[src/rtl/irq_controller.sv]
// irq_controller
//   Receives the one-cycle interrupt pulse and ID from the switch I/O block.
//   It keeps one pending bit per ID and masks it with an enable register. The
//   lowest nonzero eligible ID is presented to the core over an irq_req/irq_ack
//   handshake. The acknowledged ID stays in service until software writes EOI.
//
// Ports
//   clk, reset_n           : clock (rising edge), synchronous active-low reset
//   interrupt, interrupt_id: event pulse and source ID (ID 0 is dropped)
//   wEn, addr, dataIn      : data-memory bus write side
//   dataOut                : combinational bus read data, 0 outside the window
//   irq_req, irq_id        : request to the core and the requested ID
//   irq_ack                : core accepted the trap (only looked at while requesting)
//
// Register window at BASE_ADDR
//   0x0 PENDING (R/W1C), 0x4 ENABLE (R/W, bit 0 forced 0),
//   0x8 IN_SERVICE (RO), 0xC EOI (WO)
//   0x10 OVERFLOW (R/W1C, sticky) exists only when IRQ_OVERFLOW_EN is defined.
//   Without that macro, offset 0x10 reads 0.

module irq_controller #(
    parameter logic [31:0] BASE_ADDR = 32'h0000_3000,
    parameter int          ID_W      = 5
) (
    input  logic            clk,
    input  logic            reset_n,
    input  logic            interrupt,
    input  logic [ID_W-1:0] interrupt_id,
    input  logic            wEn,
    input  logic [31:0]     addr,
    input  logic [31:0]     dataIn,
    output logic [31:0]     dataOut,
    output logic            irq_req,
    output logic [ID_W-1:0] irq_id,
    input  logic            irq_ack
);

    localparam int NSRC = 1 << ID_W;

    typedef enum logic [1:0] {IDLE, REQ, SERVICE} state_t;

    state_t          state, state_nxt;
    logic [NSRC-1:0] pending, pending_nxt;
    logic [NSRC-1:0] enable, enable_nxt;
    logic [NSRC-1:0] eligible, w1c, pulse_vec, ack_clr;
    logic [ID_W-1:0] in_service, in_service_nxt;
    logic [ID_W-1:0] irq_id_nxt, winner;
    logic            irq_req_nxt;

    logic sel_pend, sel_en, sel_is, sel_eoi, sel_ovf;

    assign sel_pend = (addr == BASE_ADDR);
    assign sel_en   = (addr == BASE_ADDR + 32'h4);
    assign sel_is   = (addr == BASE_ADDR + 32'h8);
    assign sel_eoi  = (addr == BASE_ADDR + 32'hC);
    assign sel_ovf  = (addr == BASE_ADDR + 32'h10);

    // ID 0 means "no source", so it never produces a set.
    assign pulse_vec = (interrupt && interrupt_id != '0) ? (NSRC'(1) << interrupt_id) : '0;
    assign w1c       = (wEn && sel_pend) ? dataIn[NSRC-1:0] : '0;
    assign eligible  = pending & enable;

    // Lowest nonzero index wins, so scan downward and let the last hit stand.
    always_comb begin
        winner = '0;
        for (int i = NSRC - 1; i >= 1; i--) begin
            if (eligible[i]) winner = ID_W'(i);
        end
    end

`ifdef IRQ_OVERFLOW_EN
    logic [NSRC-1:0] overflow, overflow_nxt;

    // A merged pulse counts as overflow unless that same bit is being cleared
    // this cycle. In that case the pulse simply re-pends the bit.
    always_comb begin
        overflow_nxt = overflow;
        if (wEn && sel_ovf) overflow_nxt = overflow_nxt & ~dataIn[NSRC-1:0];
        overflow_nxt = overflow_nxt | (pulse_vec & pending & ~w1c);
    end

    always_ff @(posedge clk) begin
        if (!reset_n) overflow <= '0;
        else          overflow <= overflow_nxt;
    end
`endif

    // Next-state / output logic
    always_comb begin
        state_nxt      = state;
        irq_req_nxt    = irq_req;
        irq_id_nxt     = irq_id;
        in_service_nxt = in_service;
        ack_clr        = '0;
        case (state)
            IDLE: begin
                if (eligible != '0) begin
                    irq_req_nxt = 1'b1;
                    irq_id_nxt  = winner;
                    state_nxt   = REQ;
                end
            end
            REQ: begin
                // irq_id is frozen here: a lower ID arriving later waits its turn.
                // Acknowledgement takes priority over withdrawal.
                if (irq_ack) begin
                    ack_clr        = NSRC'(1) << irq_id;
                    in_service_nxt = irq_id;
                    irq_req_nxt    = 1'b0;
                    state_nxt      = SERVICE;
                end else if (!pending[irq_id] || !enable[irq_id]) begin
                    irq_req_nxt = 1'b0;
                    state_nxt   = IDLE;
                end
            end
            SERVICE: begin
                if (wEn && sel_eoi) begin
                    in_service_nxt = '0;
                    state_nxt      = IDLE;
                end
            end
            default: state_nxt = IDLE;
        endcase

        // A new pulse beats both a W1C and an ack clear of the same bit.
        pending_nxt = ((pending & ~w1c & ~ack_clr) | pulse_vec) & ~NSRC'(1);
        enable_nxt  = (wEn && sel_en) ? (dataIn[NSRC-1:0] & ~NSRC'(1)) : enable;
    end

    always_ff @(posedge clk) begin
        if (!reset_n) begin
            state      <= IDLE;
            pending    <= '0;
            enable     <= '0;
            in_service <= '0;
            irq_req    <= 1'b0;
            irq_id     <= '0;
        end else begin
            state      <= state_nxt;
            pending    <= pending_nxt;
            enable     <= enable_nxt;
            in_service <= in_service_nxt;
            irq_req    <= irq_req_nxt;
            irq_id     <= irq_id_nxt;
        end
    end

    // Bus read
    always_comb begin
        dataOut = '0;
        if (sel_pend)    dataOut = 32'(pending);
        else if (sel_en) dataOut = 32'(enable);
        else if (sel_is) dataOut = 32'(in_service);
`ifdef IRQ_OVERFLOW_EN
        else if (sel_ovf) dataOut = 32'(overflow);
`endif
    end

endmodule

[config.mk]
export PLATFORM = sky130hd
export DESIGN_NAME = irq_controller
export DESIGN_NICKNAME = d
export VERILOG_FILES = /design/src/rtl/irq_controller.sv
export SDC_FILE = /design/constraint.sdc
export NUM_CORES = 1
export LEC_CHECK = 0
export ABC_AREA = 1
export CORE_MARGIN = 10
export CORE_UTILIZATION = 55
export CTS_CLUSTER_DIAMETER = 50
export CTS_CLUSTER_SIZE = 8
export DETAILED_ROUTE_END_ITERATION = 7
export DONT_BUFFER_PORTS = 1
export GPL_TIMING_DRIVEN = 1
export PLACE_DENSITY = 0.82
export SYNTH_ARGS = -nofsm -noshare
export SYNTH_HDL_FRONTEND = slang
export SYNTH_SLANG_ARGS = --single-unit
[constraint.sdc]
create_clock -name clk -period 2 [get_ports clk]
set_clock_uncertainty 0.1 [all_clocks]
set_input_delay 0.1 -clock clk [delete_from_list [all_inputs] [get_ports clk]]
set_output_delay 0.1 -clock clk [all_outputs]
set_load 0.01 [all_outputs]
==> impl_results.md <==
* Die width at 112 um
* Pin count of the biggest net entering global routing at 43
* Placement Cell Area at 5440 um^2
* Final slew viol count at 0
* Crit. End Element: flop
* Sequential cell area fraction in the yosys report at 32.2%
* Failing checks: design-rule violations, negative hold slack, negative setup slack
* Post-route setup slack at -242 ps
* Hold buffers post-CTS at 42
* Netlist cell types at 38
* CTS tree: done
* Vias at 6,423
* R2R cell count at 32
* Final HPWL DP at 15.0 mm
* Final RePlAce weighted congestion at 1.08
* Layout area overhead at 44.6%
* First-pass GRT wire length at 31.0 mm
* Max Buffers Root-to-Sink at 2
* Hold_ws at -237 ps
* Root Buffer: clkbuf_8
* RSZ-0062 raised after global routing: true
* Most used cell, CP: nand2_1
* Total Die Area at 12,600 um^2
* Cell Area, Synth at 4660 um^2
* Post-Route WL at 21.9 mm
* Syn_area_per_cell at 6.48 um^2
* CTS clock-pin slew for the worst setup and hold paths at 100 ps
* Initial antenna violation count at 0
* Setup_tns at -2620 ps
* Tcrit/Tclk final at 112%
* Design area at 6740 um^2
* 1st-iter DRT viols at 1,096
* Worst Path Arrival at 2450 ps
* Largest area contributor in the netlist: dfxtp_1
* Synth Instances at 719
* Worst path max stage delay at 350 ps
* Antenna viol nets, final at 0
* Final nets at 931
* FF-to-FF Start: pending[31]$_SDFF_PN0_
* Antenna cells at 0
* Worst Hold Class: input port to flop
* Startpoint type of the worst setup path: flop
* Drt first pass iters at 8
* Syn nets at 793
* RR Endpoint: irq_id[0]$_SDFFE_PN0P_
* EDFF count, synth at 0
* Hold Path Cell Cnt at 2
* Status: finished with violations
* DRC violations left at 5
* Final setup viols at 33
* CORE AREA at 8220 um^2
* Area share of the leading cell type in the synthesized netlist at 32.2%
* Crit Path Max Fanout at 2
* Pre-CTS WS at -145 ps
* Clk_lat worst skew at 370 ps
* Vias in the first global route at 5,834
* GRT overflow at 0
* Synth warn at 0
* Period minus WS final at 2240 ps
* R2r setup slk at -240 ps
* Top-count cell post-synth: nand2_1
* Cell row count at 33
* Worst vdd ir at 0.539 mV
* Crit Path Class: flop to flop
* Worst-margin pin slew at 532 ps
* Hold Vio Cnt, Final at 33
* Most used DFF post-synth: dfxtp_1
* Via-per-instance ratio at 6.64
* Data required, critical path at 2210 ps
* Total GRT Usage at 30.1%
* Num Clock Sinks at 75
* Hold Path Sink: enable[3]$_SDFFE_PN0P_
* Post-synth top cells: 161 x nand2_1, 101 x inv_1, 84 x a21oi_1
* Leakage power at 2.92 nW
* Ports at 112
* Die Y at 112 um
* Synth Register Bits at 75
* Fmax achieved at 446 MHz
* CTS H-tree lvls at 3
* Starting Density at 56.7%
* CTS Buf Count at 9
* Max Cap Viol at 0
* Largest cells by area after synthesis: dfxtp_1 32%, nand2_1 13%, a21oi_1 9.0%, inv_1 8.1%, o221ai_1 4.9%
* Layout cell share with drive strength beyond 1 at 23.1%
* Fraction of registers with async set/reset at 0%
* Hold wc startpoint: reset_n
* Pwr/cell area at 427 nW/um^2
* Critical-path top delay cell: dfxtp_2
* Avg WL per Cell at 22.7 um
* IO buf count at 0
* Max-slew headroom at 64.2%
-- flip-flops by register name, indices dropped and copies added (netlist names) --
name and cells:
pending 31, irq_req 1, state 2, in_service 5
enable 31, irq_id 5
-- repair_timing --
item,4_1_cts,5_1_grt
gates resized for setup,30,78
endpoints found under the hold margin,67,33
pin swaps,6,10
cloned,0,6
setup endpoints to repair,28,51
buffers inserted,4,8
-- cells in the final DEF, fill, tap and decap left out, drive strengths merged, types with 3 or more instances in the layout --
cell,Yosys,layout
clkbuf,18,14
o21ai,66,66
a211oi,4,4
inv,102,108
clkinv,3,3
nand3,32,32
dfxtp,75,75
nor4,11,11
o221ai,26,26
nand3b,17,17
nor3,9,9
o32ai,10,10
nand2,162,162
buf,17,115
nand4,5,5
nor2,45,45
dlygate4sd3,0,42
a21oi,85,85
a221oi,8,8
o22ai,14,14
-- report_power, final --
group	switching (mW)	internal, mW
registers	0.00622	1.50
clock network	0.691	0.483
logic	0.111	0.0841
total	0.808	2.07
-- final cells by class --
class,count,area (um^2)
Multi-Input combinational cell,504,2930
Timing Repair Buffer,162,1590
Sequential cell,75,1510
Fill cell,553,1480
Inverter,105,402
Tap cell,105,131
Clock buffer,9,124
Clock inverter,7,65.1
-- per-stage QoR --
step	cells	hold WS [ps]	power, mW	util [%]
2_1_floorplan	719	138	1.63	-
3_3_place_gp	891	147	1.65	66.2
3_5_place_dp	891	151	1.65	66.2
4_1_cts	953	-234	2.86	75.7
5_1_grt	967	-235	2.93	82.0
6_report	967	-237	2.87	82.0
-- logic make-up (layout without fill, tap and decap cells) --
group | after synthesis | in the layout | share of synthesized area, %
simple gates | 284 | 284 | 27.4
compound gates | 220 | 220 | 28.2
buf+inv | 140 | 283 | 12.1
flops | 75 | 75 | 32.2
-- worst max path at each step --
stage | startpoint | end | slack, ps
global placement | addr[9] | dataOut[14] | -100
global route | pending[29]$_SDFF_PN0_ | irq_id[0]$_SDFFE_PN0P_ | -460
finish | pending[31]$_SDFF_PN0_ | irq_id[0]$_SDFFE_PN0P_ | -240
CTS | enable[31]$_SDFFE_PN0P_ | irq_id[0]$_SDFFE_PN0P_ | -150
detailed placement | pending[31]$_SDFF_PN0_ | irq_id[0]$_SDFFE_PN0P_ | -140
floorplan | addr[9] | dataOut[14] | 60
-- layer usage --
| metal | wire length (um) | GRT usage [%] |
|---|---|---|
| met1 | 7750 | 37.3 |
| met2 | 9520 | 47.0 |
| met3 | 3240 | 8.84 |
| met4 | 1430 | 14.1 |
| met5 | 0 | 0 |
-- critical path: cells and delay by family (launching register included) --
family          cells  cell delay [ps]
compound gates      1              110
flops               1              350
simple gates       30             1570
buf+inv             1               50
(Power assumes the default switching activity.)
